## config.mk

```make
export PLATFORM = sky130hd
export DESIGN_NAME = video_sync_normalizer_flat
export DESIGN_NICKNAME = d
export VERILOG_FILES = /design/src/rtl/video_sync_normalizer_pkg.sv /design/src/rtl/video_sync_normalizer_if.sv /design/src/rtl/video_sync_normalizer_sync_polarity_detect.sv /design/src/rtl/video_sync_normalizer.sv /design/src/flat_wrapper.sv
export SDC_FILE = /design/constraint.sdc
export NUM_CORES = 1
export LEC_CHECK = 0
export BUFFER_PORTS_ARGS = -buffer_cell sky130_fd_sc_hd__buf_2
export CAP_MARGIN = 20
export CORE_MARGIN = 2
export CORE_UTILIZATION = 45
export CTS_BUF_LIST = sky130_fd_sc_hd__clkbuf_2
export DETAILED_ROUTE_END_ITERATION = 10
export PLACE_DENSITY_LB_ADDON = 0.08
export SYNTH_ARGS = -nofsm -noshare
export SYNTH_HDL_FRONTEND = slang
export SYNTH_SLANG_ARGS = --single-unit
```

## constraint.sdc

```tcl
create_clock -name clk_sys -period 4.35 [get_ports clk_sys]
set_input_delay 0.6525 -clock clk_sys [delete_from_list [all_inputs] [get_ports clk_sys]]
set_output_delay 0.6525 -clock clk_sys [all_outputs]
set_load 0.02 [all_outputs]
```

## src/rtl/video_sync_normalizer_pkg.sv

```systemverilog
// Shared constants and helpers for the video sync normaliser: default counter
// widths, the polarity encoding and the phase-length comparison used by polarity detection.
package video_pkg;

  localparam int COLOR_DEPTH = 6;
  localparam int HCNT_WIDTH  = 11;
  localparam int VCNT_WIDTH  = 10;
  localparam int PCNT_WIDTH  = 12;

  localparam logic POL_ACTIVE_HIGH = 1'b1;

  typedef enum logic [1:0] {
    PHASE_HI_SHORTER = 2'd0,
    PHASE_EQUAL      = 2'd1,
    PHASE_LO_SHORTER = 2'd2
  } phase_cmp_e;

  function automatic phase_cmp_e compare_phases(input logic [31:0] cnt_hi,
                                                input logic [31:0] cnt_lo);
    phase_cmp_e res;
    if (cnt_hi < cnt_lo) begin
      res = PHASE_HI_SHORTER;
    end else if (cnt_hi > cnt_lo) begin
      res = PHASE_LO_SHORTER;
    end else begin
      res = PHASE_EQUAL;
    end
    return res;
  endfunction

endpackage

```

## src/rtl/video_sync_normalizer_if.sv

```systemverilog
// Raw core video in, programmable window config, normalised video out.
// The master drives the raw video and config; the slave (normaliser) drives the results.
interface video_sync_normalizer_if #(
  parameter int COLOR_DEPTH = video_pkg::COLOR_DEPTH,
  parameter int HCNT_WIDTH  = video_pkg::HCNT_WIDTH,
  parameter int VCNT_WIDTH  = video_pkg::VCNT_WIDTH
);

  logic                   ce_pix;
  logic [COLOR_DEPTH-1:0] R_in;
  logic [COLOR_DEPTH-1:0] G_in;
  logic [COLOR_DEPTH-1:0] B_in;
  logic                   HSync_in;
  logic                   VSync_in;
  logic [HCNT_WIDTH-1:0]  h_bp;
  logic [HCNT_WIDTH-1:0]  h_act;
  logic [VCNT_WIDTH-1:0]  v_bp;
  logic [VCNT_WIDTH-1:0]  v_act;

  logic [COLOR_DEPTH-1:0] R;
  logic [COLOR_DEPTH-1:0] G;
  logic [COLOR_DEPTH-1:0] B;
  logic                   HSync;
  logic                   VSync;
  logic                   HBlank;
  logic                   VBlank;
  logic                   h_pol;
  logic                   v_pol;
  logic                   locked;

  modport master (
    output ce_pix, R_in, G_in, B_in, HSync_in, VSync_in,
    output h_bp, h_act, v_bp, v_act,
    input  R, G, B, HSync, VSync, HBlank, VBlank, h_pol, v_pol, locked
  );

  modport slave (
    input  ce_pix, R_in, G_in, B_in, HSync_in, VSync_in,
    input  h_bp, h_act, v_bp, v_act,
    output R, G, B, HSync, VSync, HBlank, VBlank, h_pol, v_pol, locked
  );

endinterface

```

## src/rtl/video_sync_normalizer_sync_polarity_detect.sv

```systemverilog
// Measures the high and low phase lengths of a sync between rising edges and
// declares the shorter phase to be the sync pulse.
module sync_polarity_detect #(
  parameter int PCNT_WIDTH = video_pkg::PCNT_WIDTH
) (
  input  logic clk,
  input  logic reset,
  input  logic ce,
  input  logic sync_in,
  output logic pol,
  output logic valid
);
  import video_pkg::*;

  localparam logic [PCNT_WIDTH-1:0] PCNT_MAX = '1;

  logic                  sync_q, sync_d;
  logic                  seen_q, seen_d;
  logic                  pol_q, pol_d;
  logic                  valid_q, valid_d;
  logic [PCNT_WIDTH-1:0] cnt_hi_q, cnt_hi_d;
  logic [PCNT_WIDTH-1:0] cnt_lo_q, cnt_lo_d;
  logic                  rise_s;
  phase_cmp_e            cmp_s;

  assign rise_s = sync_in & ~sync_q;
  assign cmp_s  = compare_phases(32'(cnt_hi_q), 32'(cnt_lo_q));

  // Next-state: phase counting, and a verdict on every rising edge once a full period is seen
  always_comb begin
    sync_d   = sync_q;
    seen_d   = seen_q;
    pol_d    = pol_q;
    valid_d  = valid_q;
    cnt_hi_d = cnt_hi_q;
    cnt_lo_d = cnt_lo_q;
    if (ce) begin
      sync_d = sync_in;
      if (rise_s) begin
        if (seen_q) begin
          valid_d = 1'b1;
          case (cmp_s)
            PHASE_HI_SHORTER: pol_d = POL_ACTIVE_HIGH;
            PHASE_LO_SHORTER: pol_d = ~POL_ACTIVE_HIGH;
            default:          pol_d = pol_q;
          endcase
        end else begin
          valid_d = valid_q;
        end
        seen_d   = 1'b1;
        cnt_hi_d = '0;
        cnt_lo_d = '0;
      end else if (sync_in) begin
        if (cnt_hi_q != PCNT_MAX) begin
          cnt_hi_d = cnt_hi_q + PCNT_WIDTH'(1'b1);
        end else begin
          cnt_hi_d = cnt_hi_q;
        end
      end else begin
        if (cnt_lo_q != PCNT_MAX) begin
          cnt_lo_d = cnt_lo_q + PCNT_WIDTH'(1'b1);
        end else begin
          cnt_lo_d = cnt_lo_q;
        end
      end
    end else begin
      sync_d = sync_q;
    end
  end

  // State registers
  always_ff @(posedge clk or posedge reset) begin
    if (reset) begin
      sync_q   <= 1'b0;
      seen_q   <= 1'b0;
      pol_q    <= 1'b0;
      valid_q  <= 1'b0;
      cnt_hi_q <= '0;
      cnt_lo_q <= '0;
    end else begin
      sync_q   <= sync_d;
      seen_q   <= seen_d;
      pol_q    <= pol_d;
      valid_q  <= valid_d;
      cnt_hi_q <= cnt_hi_d;
      cnt_lo_q <= cnt_lo_d;
    end
  end

  assign pol   = pol_q;
  assign valid = valid_q;

endmodule

```

## src/rtl/video_sync_normalizer.sv

```systemverilog
// Normalises raw core syncs to active-low, derives blanking from programmable
// windows referenced to sync trailing edges, and zeroes RGB outside the window.
module video_sync_normalizer #(
  parameter int COLOR_DEPTH = video_pkg::COLOR_DEPTH,
  parameter int HCNT_WIDTH  = video_pkg::HCNT_WIDTH,
  parameter int VCNT_WIDTH  = video_pkg::VCNT_WIDTH,
  parameter int PCNT_WIDTH  = video_pkg::PCNT_WIDTH
) (
  input  logic                    clk_sys,
  input  logic                    reset,
  video_sync_normalizer_if.slave  vid
);
  import video_pkg::*;

  localparam logic [HCNT_WIDTH-1:0] HCNT_MAX = '1;
  localparam logic [VCNT_WIDTH-1:0] VCNT_MAX = '1;

  logic                   h_pol_s, h_valid_s, v_pol_s, v_valid_s;
  logic                   hs_n_s, vs_n_s, hs_trail_s, vs_trail_s, line_ce_s;
  logic [HCNT_WIDTH-1:0]  hcnt_q, hcnt_d;
  logic [VCNT_WIDTH-1:0]  vcnt_q, vcnt_d;
  logic [HCNT_WIDTH:0]    h_end_s;
  logic [VCNT_WIDTH:0]    v_end_s;
  logic                   h_in_s, v_in_s;
  logic [COLOR_DEPTH-1:0] r_q, g_q, b_q, r_d, g_d, b_d;
  logic                   hsync_q, vsync_q, hblank_q, vblank_q, locked_q;

  // hsync_q/vsync_q hold the previous normalised sample, so they double as edge history
  assign hs_n_s     = vid.HSync_in ^ h_pol_s;
  assign vs_n_s     = vid.VSync_in ^ v_pol_s;
  assign hs_trail_s = hs_n_s & ~hsync_q;
  assign vs_trail_s = vs_n_s & ~vsync_q;
  assign line_ce_s  = vid.ce_pix & hs_trail_s;

  sync_polarity_detect #(.PCNT_WIDTH(PCNT_WIDTH)) u_hdet (
    .clk     (clk_sys),
    .reset   (reset),
    .ce      (vid.ce_pix),
    .sync_in (vid.HSync_in),
    .pol     (h_pol_s),
    .valid   (h_valid_s)
  );

  sync_polarity_detect #(.PCNT_WIDTH(PCNT_WIDTH)) u_vdet (
    .clk     (clk_sys),
    .reset   (reset),
    .ce      (line_ce_s),
    .sync_in (vid.VSync_in),
    .pol     (v_pol_s),
    .valid   (v_valid_s)
  );

  // Pixel counter: zero on the HS trailing edge, saturating otherwise
  always_comb begin
    hcnt_d = hcnt_q;
    if (hs_trail_s) begin
      hcnt_d = '0;
    end else if (hcnt_q != HCNT_MAX) begin
      hcnt_d = hcnt_q + HCNT_WIDTH'(1'b1);
    end else begin
      hcnt_d = hcnt_q;
    end
  end

  // Line counter: the VS trailing-edge clear beats a same-cycle line increment
  always_comb begin
    vcnt_d = vcnt_q;
    if (vs_trail_s) begin
      vcnt_d = '0;
    end else if (hs_trail_s && (vcnt_q != VCNT_MAX)) begin
      vcnt_d = vcnt_q + VCNT_WIDTH'(1'b1);
    end else begin
      vcnt_d = vcnt_q;
    end
  end

  // Windows are judged on the counter value belonging to the current pixel
  assign h_end_s = {1'b0, vid.h_bp} + {1'b0, vid.h_act};
  assign v_end_s = {1'b0, vid.v_bp} + {1'b0, vid.v_act};
  assign h_in_s  = (hcnt_d >= vid.h_bp) && ({1'b0, hcnt_d} < h_end_s);
  assign v_in_s  = (vcnt_d >= vid.v_bp) && ({1'b0, vcnt_d} < v_end_s);

  // Pixel data passes only inside both windows
  always_comb begin
    r_d = '0;
    g_d = '0;
    b_d = '0;
    if (h_in_s && v_in_s) begin
      r_d = vid.R_in;
      g_d = vid.G_in;
      b_d = vid.B_in;
    end else begin
      r_d = '0;
      g_d = '0;
      b_d = '0;
    end
  end

  // Counters and output registers, all advancing together on ce_pix
  always_ff @(posedge clk_sys or posedge reset) begin
    if (reset) begin
      hcnt_q   <= '0;
      vcnt_q   <= '0;
      r_q      <= '0;
      g_q      <= '0;
      b_q      <= '0;
      hsync_q  <= 1'b1;
      vsync_q  <= 1'b1;
      hblank_q <= 1'b1;
      vblank_q <= 1'b1;
      locked_q <= 1'b0;
    end else if (vid.ce_pix) begin
      hcnt_q   <= hcnt_d;
      vcnt_q   <= vcnt_d;
      r_q      <= r_d;
      g_q      <= g_d;
      b_q      <= b_d;
      hsync_q  <= hs_n_s;
      vsync_q  <= vs_n_s;
      hblank_q <= ~h_in_s;
      vblank_q <= ~v_in_s;
      locked_q <= h_valid_s & v_valid_s;
    end
  end

  assign vid.R      = r_q;
  assign vid.G      = g_q;
  assign vid.B      = b_q;
  assign vid.HSync  = hsync_q;
  assign vid.VSync  = vsync_q;
  assign vid.HBlank = hblank_q;
  assign vid.VBlank = vblank_q;
  assign vid.h_pol  = h_pol_s;
  assign vid.v_pol  = v_pol_s;
  assign vid.locked = locked_q;

endmodule

```

## src/flat_wrapper.sv

```systemverilog
// flat-port wrapper written by rule: the top's interface ports become plain ports
module video_sync_normalizer_flat import video_pkg::*;
#(
  parameter int COLOR_DEPTH = video_pkg::COLOR_DEPTH,
  parameter int HCNT_WIDTH  = video_pkg::HCNT_WIDTH,
  parameter int VCNT_WIDTH  = video_pkg::VCNT_WIDTH,
  parameter int PCNT_WIDTH  = video_pkg::PCNT_WIDTH
)
  (clk_sys, reset, vid_ce_pix, vid_R_in, vid_G_in, vid_B_in, vid_HSync_in, vid_VSync_in, vid_h_bp, vid_h_act, vid_v_bp, vid_v_act, vid_R, vid_G, vid_B, vid_HSync, vid_VSync, vid_HBlank, vid_VBlank, vid_h_pol, vid_v_pol, vid_locked);
  video_sync_normalizer_if #(.COLOR_DEPTH(COLOR_DEPTH), .HCNT_WIDTH(HCNT_WIDTH), .VCNT_WIDTH(VCNT_WIDTH)) vid_i ();
  input  logic clk_sys;
  input  logic reset;
  input wire logic [$bits(vid_i.ce_pix)-1:0] vid_ce_pix;
  input wire logic [$bits(vid_i.R_in)-1:0] vid_R_in;
  input wire logic [$bits(vid_i.G_in)-1:0] vid_G_in;
  input wire logic [$bits(vid_i.B_in)-1:0] vid_B_in;
  input wire logic [$bits(vid_i.HSync_in)-1:0] vid_HSync_in;
  input wire logic [$bits(vid_i.VSync_in)-1:0] vid_VSync_in;
  input wire logic [$bits(vid_i.h_bp)-1:0] vid_h_bp;
  input wire logic [$bits(vid_i.h_act)-1:0] vid_h_act;
  input wire logic [$bits(vid_i.v_bp)-1:0] vid_v_bp;
  input wire logic [$bits(vid_i.v_act)-1:0] vid_v_act;
  output wire logic [$bits(vid_i.R)-1:0] vid_R;
  output wire logic [$bits(vid_i.G)-1:0] vid_G;
  output wire logic [$bits(vid_i.B)-1:0] vid_B;
  output wire logic [$bits(vid_i.HSync)-1:0] vid_HSync;
  output wire logic [$bits(vid_i.VSync)-1:0] vid_VSync;
  output wire logic [$bits(vid_i.HBlank)-1:0] vid_HBlank;
  output wire logic [$bits(vid_i.VBlank)-1:0] vid_VBlank;
  output wire logic [$bits(vid_i.h_pol)-1:0] vid_h_pol;
  output wire logic [$bits(vid_i.v_pol)-1:0] vid_v_pol;
  output wire logic [$bits(vid_i.locked)-1:0] vid_locked;
  assign vid_i.ce_pix = vid_ce_pix;
  assign vid_i.R_in = vid_R_in;
  assign vid_i.G_in = vid_G_in;
  assign vid_i.B_in = vid_B_in;
  assign vid_i.HSync_in = vid_HSync_in;
  assign vid_i.VSync_in = vid_VSync_in;
  assign vid_i.h_bp = vid_h_bp;
  assign vid_i.h_act = vid_h_act;
  assign vid_i.v_bp = vid_v_bp;
  assign vid_i.v_act = vid_v_act;
  assign vid_R = vid_i.R;
  assign vid_G = vid_i.G;
  assign vid_B = vid_i.B;
  assign vid_HSync = vid_i.HSync;
  assign vid_VSync = vid_i.VSync;
  assign vid_HBlank = vid_i.HBlank;
  assign vid_VBlank = vid_i.VBlank;
  assign vid_h_pol = vid_i.h_pol;
  assign vid_v_pol = vid_i.v_pol;
  assign vid_locked = vid_i.locked;
  video_sync_normalizer #(.COLOR_DEPTH(COLOR_DEPTH), .HCNT_WIDTH(HCNT_WIDTH), .VCNT_WIDTH(VCNT_WIDTH), .PCNT_WIDTH(PCNT_WIDTH)) u_core (.clk_sys(clk_sys), .reset(reset), .vid(vid_i));
endmodule
```

---- Yosys cells after proc, flatten, opt, wreduce, memory -nomap -nowiden ----
Cells that the tools add are included.
operators by class
  multiplexer cells ....................... 25
  add/sub/neg operators ................... 8
  reductions and logical operators ........ 24
  bitwise gates (word level) .............. 14
  eq/ne operators ......................... 10
  magnitude comparators ................... 8
operators with widths
  cell                   count
  $mux 12                12
  $add 12x1->12 const B  4
  $ne 12x12->1 const B   4
  $gt 12x12->1           2
  $lt 12x12->1           2
  $mux 11                2
  $mux 10                2
  $mux 6                 3
  $reduce_and 3->1       6
  $reduce_bool 2->1      8
  $add 11x11->12         1
  $lt 11x12->1           1
  $add 10x10->11         1
  $add 11x1->11 const B  1
  $ge 11x11->1           1
  $lt 10x11->1           1
  $ne 11x11->1 const B   1
  $add 10x1->10 const B  1
  $ge 10x10->1           1
  $ne 10x10->1 const B   1
  $mux 2                 4
  $reduce_and 4->1       2
  $and 1x1->1            6
  $not 1->1              6
  other kinds (7)        16
storage, ports and cells
  input bits .............................. 65
  register bits ........................... 100
  output and inout port bits .............. 25

---- Logic depth before layout (Yosys ltp) ----
  word-level depth ........................ 9
  gate-level depth with buffers ........... 17

---- Modules after synthesis ----
From an unflattened synthesis, not the netlist that was laid out.
unflattened totals
  cells, all modules ...................... 880
  area, all modules ....................... 7988.9 um^2
by module, submodules not included
  module                 times used  cells each  area an instance (um^2)
  video_sync_normalizer  1           470         4275.4
  sync_polarity_detect   2           205         1856.8

---- Worst setup path after synthesis ----
OpenSTA, ideal clock, no wires.
  kind .................................... input to register
  start point ............................. input port vid_h_act[0]
  end point ............................... register u_core.b_q[5] (netlist: u_core.vid.B[5])
  path buffers ............................ 1
  slack ................................... 0.072 ns
  cell stages on the path ................. 16
  data arrival time ....................... 4.203 ns
  path through ............................ ha_1 fa_1 a21o_1 a21oi_1 o21bai_1 a21oi_1 o21ai_1 mux2i_1 a2111oi_0 ha_1 a2111oi_0 o2111ai_1 nand4b_1 clkbuf_1 nand3_1 o2bb2ai_2
between the ends
  word-level cells in the longest chain between the ends .. 5
RTL lines
  what                  RTL line                      text
  start, declared       flat_wrapper.sv:20            input wire logic [$bits(vid_i.h_act)-1:0] vid_h_act;
  $add 11x11->12        video_sync_normalizer.sv:78   assign h_end_s = {1'b0, vid.h_bp} + {1'b0, vid.h_act};
  $lt 11x12->1          video_sync_normalizer.sv:80   assign h_in_s = (hcnt_d >= vid.h_bp) && ({1'b0, hcnt_d} < h_end_s);
  $logic_and 1x1->1     video_sync_normalizer.sv:80
  $logic_and 1x1->1     video_sync_normalizer.sv:88   if (h_in_s && v_in_s) begin
  $mux 6                video_sync_normalizer.sv:88
  end signal, assigned  video_sync_normalizer.sv:106  b_q <= '0;
  end signal, assigned  video_sync_normalizer.sv:117  b_q <= b_d;
  end, declared         video_sync_normalizer.sv:25   logic [COLOR_DEPTH-1:0] r_q, g_q, b_q, r_d, g_d, b_d;
No other way between the ends.
A chain may end at the register's enable or synchronous reset.

---- Final worst setup path ----
  start point ............................. register u_core.vcnt_q[0]
  end point ............................... register u_core.g_q[4] (netlist: u_core.vid.G[4])
between the ends
  word-level cells in the longest chain between the ends .. 8
  elaborated cells between the ends (all ways) .. 10
  those cells by class .................... 1 x add/sub; 2 x order compare; 1 x eq/ne; 3 x mux; 3 x reduce/logical
RTL lines
  what                                                   RTL line                      text
  start, declared                                        video_sync_normalizer.sv:21   logic [VCNT_WIDTH-1:0] vcnt_q, vcnt_d;
  start signal, assigned                                 video_sync_normalizer.sv:114  vcnt_q <= vcnt_d;
  branches (longest 2 deep; another with $add 10x1->10)  --
  $mux 10 *                                              video_sync_normalizer.sv:70   end else if (hs_trail_s && (vcnt_q != VCNT_MAX)) begin
  $mux 10 *                                              video_sync_normalizer.sv:68   if (vs_trail_s) begin
  net u_core.vcnt_d[7]                                   video_sync_normalizer.sv:21
  $lt 10x11->1 / $ge 10x10->1 (equally long branches)    video_sync_normalizer.sv:81   assign v_in_s = (vcnt_d >= vid.v_bp) && ({1'b0, vcnt_d} < v_end_s);
  $logic_and 1x1->1 *                                    video_sync_normalizer.sv:81
  $logic_and 1x1->1 *                                    video_sync_normalizer.sv:88
  $mux 6 *                                               video_sync_normalizer.sv:88
  end signal, assigned                                   video_sync_normalizer.sv:116  g_q <= g_d;
  end, declared                                          video_sync_normalizer.sv:25
Mark *: on every way through the listed nets, which the timed path passes.

==> flow_metrics.py <==
metrics = {
    "global_routing": {
        "grt_pass1_wl_um": 29600,
        "grt_pass1_vias": 6279,
        "overflow": 0,
        "grtUsageTotal_pct": 20.5,
        "grt_start_max_net_pins": 67,
        "antenna_found_initial": 1,
    },
    "clock_network": {
        "max-clock-path-buffers": 2,
        "cts.sinks": 100,
        "cts_made_buffers": 9,
        "cts_tree": "done",
        "insertion_delay_ns": 0.61,
        "path_clk_slew_ns": 0.31,
        "cts_max_level": 3,
        "cts-root-buf": "clkbuf_2",
    },
    "power": {
        "leakage_nw": 3.99,
        "p_total_mw": 2.81,
        "power_density_nw_per_um2": 338,
        "ir_drop_mv": 0.192,
    },
    "detailed_routing": {
        "vias_per_cell": 5.53,
        "wl_per_cell_um": 15.4,
        "drt_pass1_iterations": 6,
        "drt-initial-drc-count": 278,
        "met3_length_um": 494,
        "final_antenna_net_count": 0,
        "wl_met2_um": 8590,
        "met1_length_um": 7930,
        "drc": 0,
        "num_vias": 6236,
        "wirelength_um": 17300,
        "top_layer_used": "met4",
    },
    "synth": {
        "synth_most_common_cell": "dfrtp_1",
        "synth_top_area_share_pct": 32.6,
        "yosys.cell_types.count": 59,
        "syn_area_per_cell_um2": 9.15,
        "synth.area.top_cells": "dfrtp_1 (33%), ha_1 (15%), xnor2_1 (4.0%)",
        "synth_cells": 804,
        "synth_common_cells": "dfrtp_1 (96), ha_1 (89), nor2_1 (79), inv_1 (58), nand2_1 (53)",
        "synthesis.area_um2": 7360,
        "ys_ff_latch": 100,
        "synth_top_cell_by_area": "dfrtp_1",
        "syn_nets": 960,
        "synthArstFlopShare_pct": 100,
        "yosysSeqAreaShare_pct": 34.1,
        "synth_edf_count": 0,
        "yosysWarnings": 0,
        "ys.flop_type": "dfrtp_1",
    },
    "placed_design": {
        "dp.final_hpwl_um": 13500,
        "dp.cells": 1110,
        "io_buffers": 89,
        "gp_congestion": 0.899,
        "post-place-ws_ns": -0.0989,
    },
    "timing": {
        "finalClockSkew_ns": 0.0454,
        "worst_pin_slew_ns": 0.832,
        "hold_ws_ns": 0.153,
        "final_max_slew_viol_count": 0,
        "fin_crit_sh_pct": 92.5,
        "setup_viol": 0,
        "post-route-min-period_ns": 4.02,
        "slew_headroom_pct": 44.4,
        "report.final.hold_viol_count": 0,
        "rsz0062_at_grt": "no",
        "setup_ws_ns": 0.328,
        "fmax_mhz": 249,
    },
    "setup_path": {
        "crit_path_end_kind": "flop",
        "worstPathRequired_ns": 4.88,
        "crit_fanout": 8,
        "critPathLaunchType": "flop",
        "cp.arrival_ns": 4.55,
        "critPathKind": "flop to flop",
    },
    "die": {
        "initial_utilization_pct": 46.2,
        "die_h_um": 132,
        "core-area_um2": 15900,
        "pin_count": 90,
        "num_rows": 46,
        "fp.dieW_um": 132,
        "die_area_um2": 17400,
    },
    "hold_path": {
        "hp-class": "input pin to asynchronous set/reset pin",
    },
    "finish": {
        "drive_above_1_share_pct": 18.8,
        "areaGrowthSynthToFinish_pct": 13.0,
        "nets": 1062,
        "instances_no_fill": 1128,
    },
    "run": {
        "cap_violations": 0,
    },
    "status": {
        "outcome": "complete, no violations",
    },
}
layer usage:
layer  track usage, %  up-vias
met1             25.9     2988
li1                 -     3103
met5                0        -
met3             3.58       27
met4             5.43        0
met2             36.1      118
critical path: stages, from the launching register on:
cell	delay, ns
dfrtp_2	0.52
ha_1	0.22
nand3_1	0.18
nor3_1	0.07
buf_4	0.15
nor4_1	0.23
buf_4	0.17
nand4_1	0.17
xor2_1	0.20
nor2_2	0.17
ha_1	0.26
and3_1	0.16
a221oi_1	0.28
or4b_1	0.47
nand2_1	0.13
o311ai_4	0.17
buf_4	0.24
o2bb2ai_1	0.17
kinds of logic (layout without fill, tap and decap cells):
logic type	after synthesis	in the layout	synth area share, %
DFF	100	100	34.1
xor gates and xnor gates	63	63	7.50
and+or+nand+nor	291	291	20.0
other	0	1	0
buffers and inverters	77	184	4.05
adders and majority gates	91	91	15.7
muxes	20	20	3.03
AOI/OAI and AO/OA	162	162	15.6
what timing repair did:
item	CTS	global route
buffers inserted	0	0
endpoints found under the setup margin	0	12
hold buffers	0	0
resized for setup	0	2
area by class of cell:
class / count / area (um^2)
repair buffers: 109 / 606
clock buffers: 9 / 45.0
clock inverters: 7 / 106
well taps: 216 / 270
multi-input cells: 627 / 4560
fillers: 1492 / 7620
flip-flops and latches: 100 / 2510
diodes: 1 / 2.50
inverters: 59 / 224
per-stage QoR:
step | utilization [%] | TNS [ns] | instance area [um^2]
6_report | 52.2 | 0 | 8320
5_1_grt | 52.2 | 0 | 8320
4_1_cts | 52.1 | 0 | 8310
3_5_place_dp | 51.2 | -1.35 | 8160
3_3_place_gp | 51.2 | -0.278 | 8160
2_1_floorplan | - | 0 | 7360
cell usage in the layout (no fill, tap or decap), drive strengths merged, types with 16 or more instances in the layout:
cell type  Yosys  routed
a21o          16      16
nand4         29      29
ha            89      89
xnor2         34      34
a21oi         39      39
mux2          18      18
o2bb2ai       18      18
xor2          29      29
dfrtp         96      96
o21ai         40      40
inv           59      62
nor2          79      79
nor3          16      16
buf            3     109
nand3         40      40
nand2         53      53
power breakdown:
group,internal [mW],total [mW],switching (mW)
clock network,0.200,0.539,0.340
logic,0.464,1.08,0.612
registers,1.05,1.19,0.138
final timing paths:
check | startpoint | to | slack (ns) | depth (start not counted)
worst max-delay path | u_core.vcnt_q[0]$_DFFE_PP0P_ | u_core.vid.G[4]$_DFFE_PP0P_ | 0.33 | 17
worst min-delay path | reset | u_core.u_vdet.cnt_hi_q[2]$_DFFE_PP0P_ | 0.15 | 2
worst max register to register | u_core.vcnt_q[0]$_DFFE_PP0P_ | u_core.vid.G[4]$_DFFE_PP0P_ | 0.33 | 17
worst min register to register | u_core.vid.HBlank$_DFFE_PP1P_ | u_core.vid.HBlank$_DFFE_PP1P_ | 0.51 | 2
max in group asynchronous | reset | u_core.vid.VSync$_DFFE_PP1P_ | 3.17 | 3
min in group clk_sys | vid_B_in[3] | u_core.vid.B[3]$_DFFE_PP0P_ | 0.26 | 3
sequential cells by signal (all words and copies together) (netlist names), 6 cells and up:
name	cells
u_core.u_vdet.cnt_hi_q	12
u_core.vid.R	6
u_core.u_hdet.cnt_hi_q	12
u_core.u_hdet.cnt_lo_q	12
u_core.vid.B	6
u_core.vid.G	6
u_core.hcnt_q	11
u_core.vcnt_q	10
u_core.u_vdet.cnt_lo_q	12
Note: power is estimated with default switching activity, not from simulation.
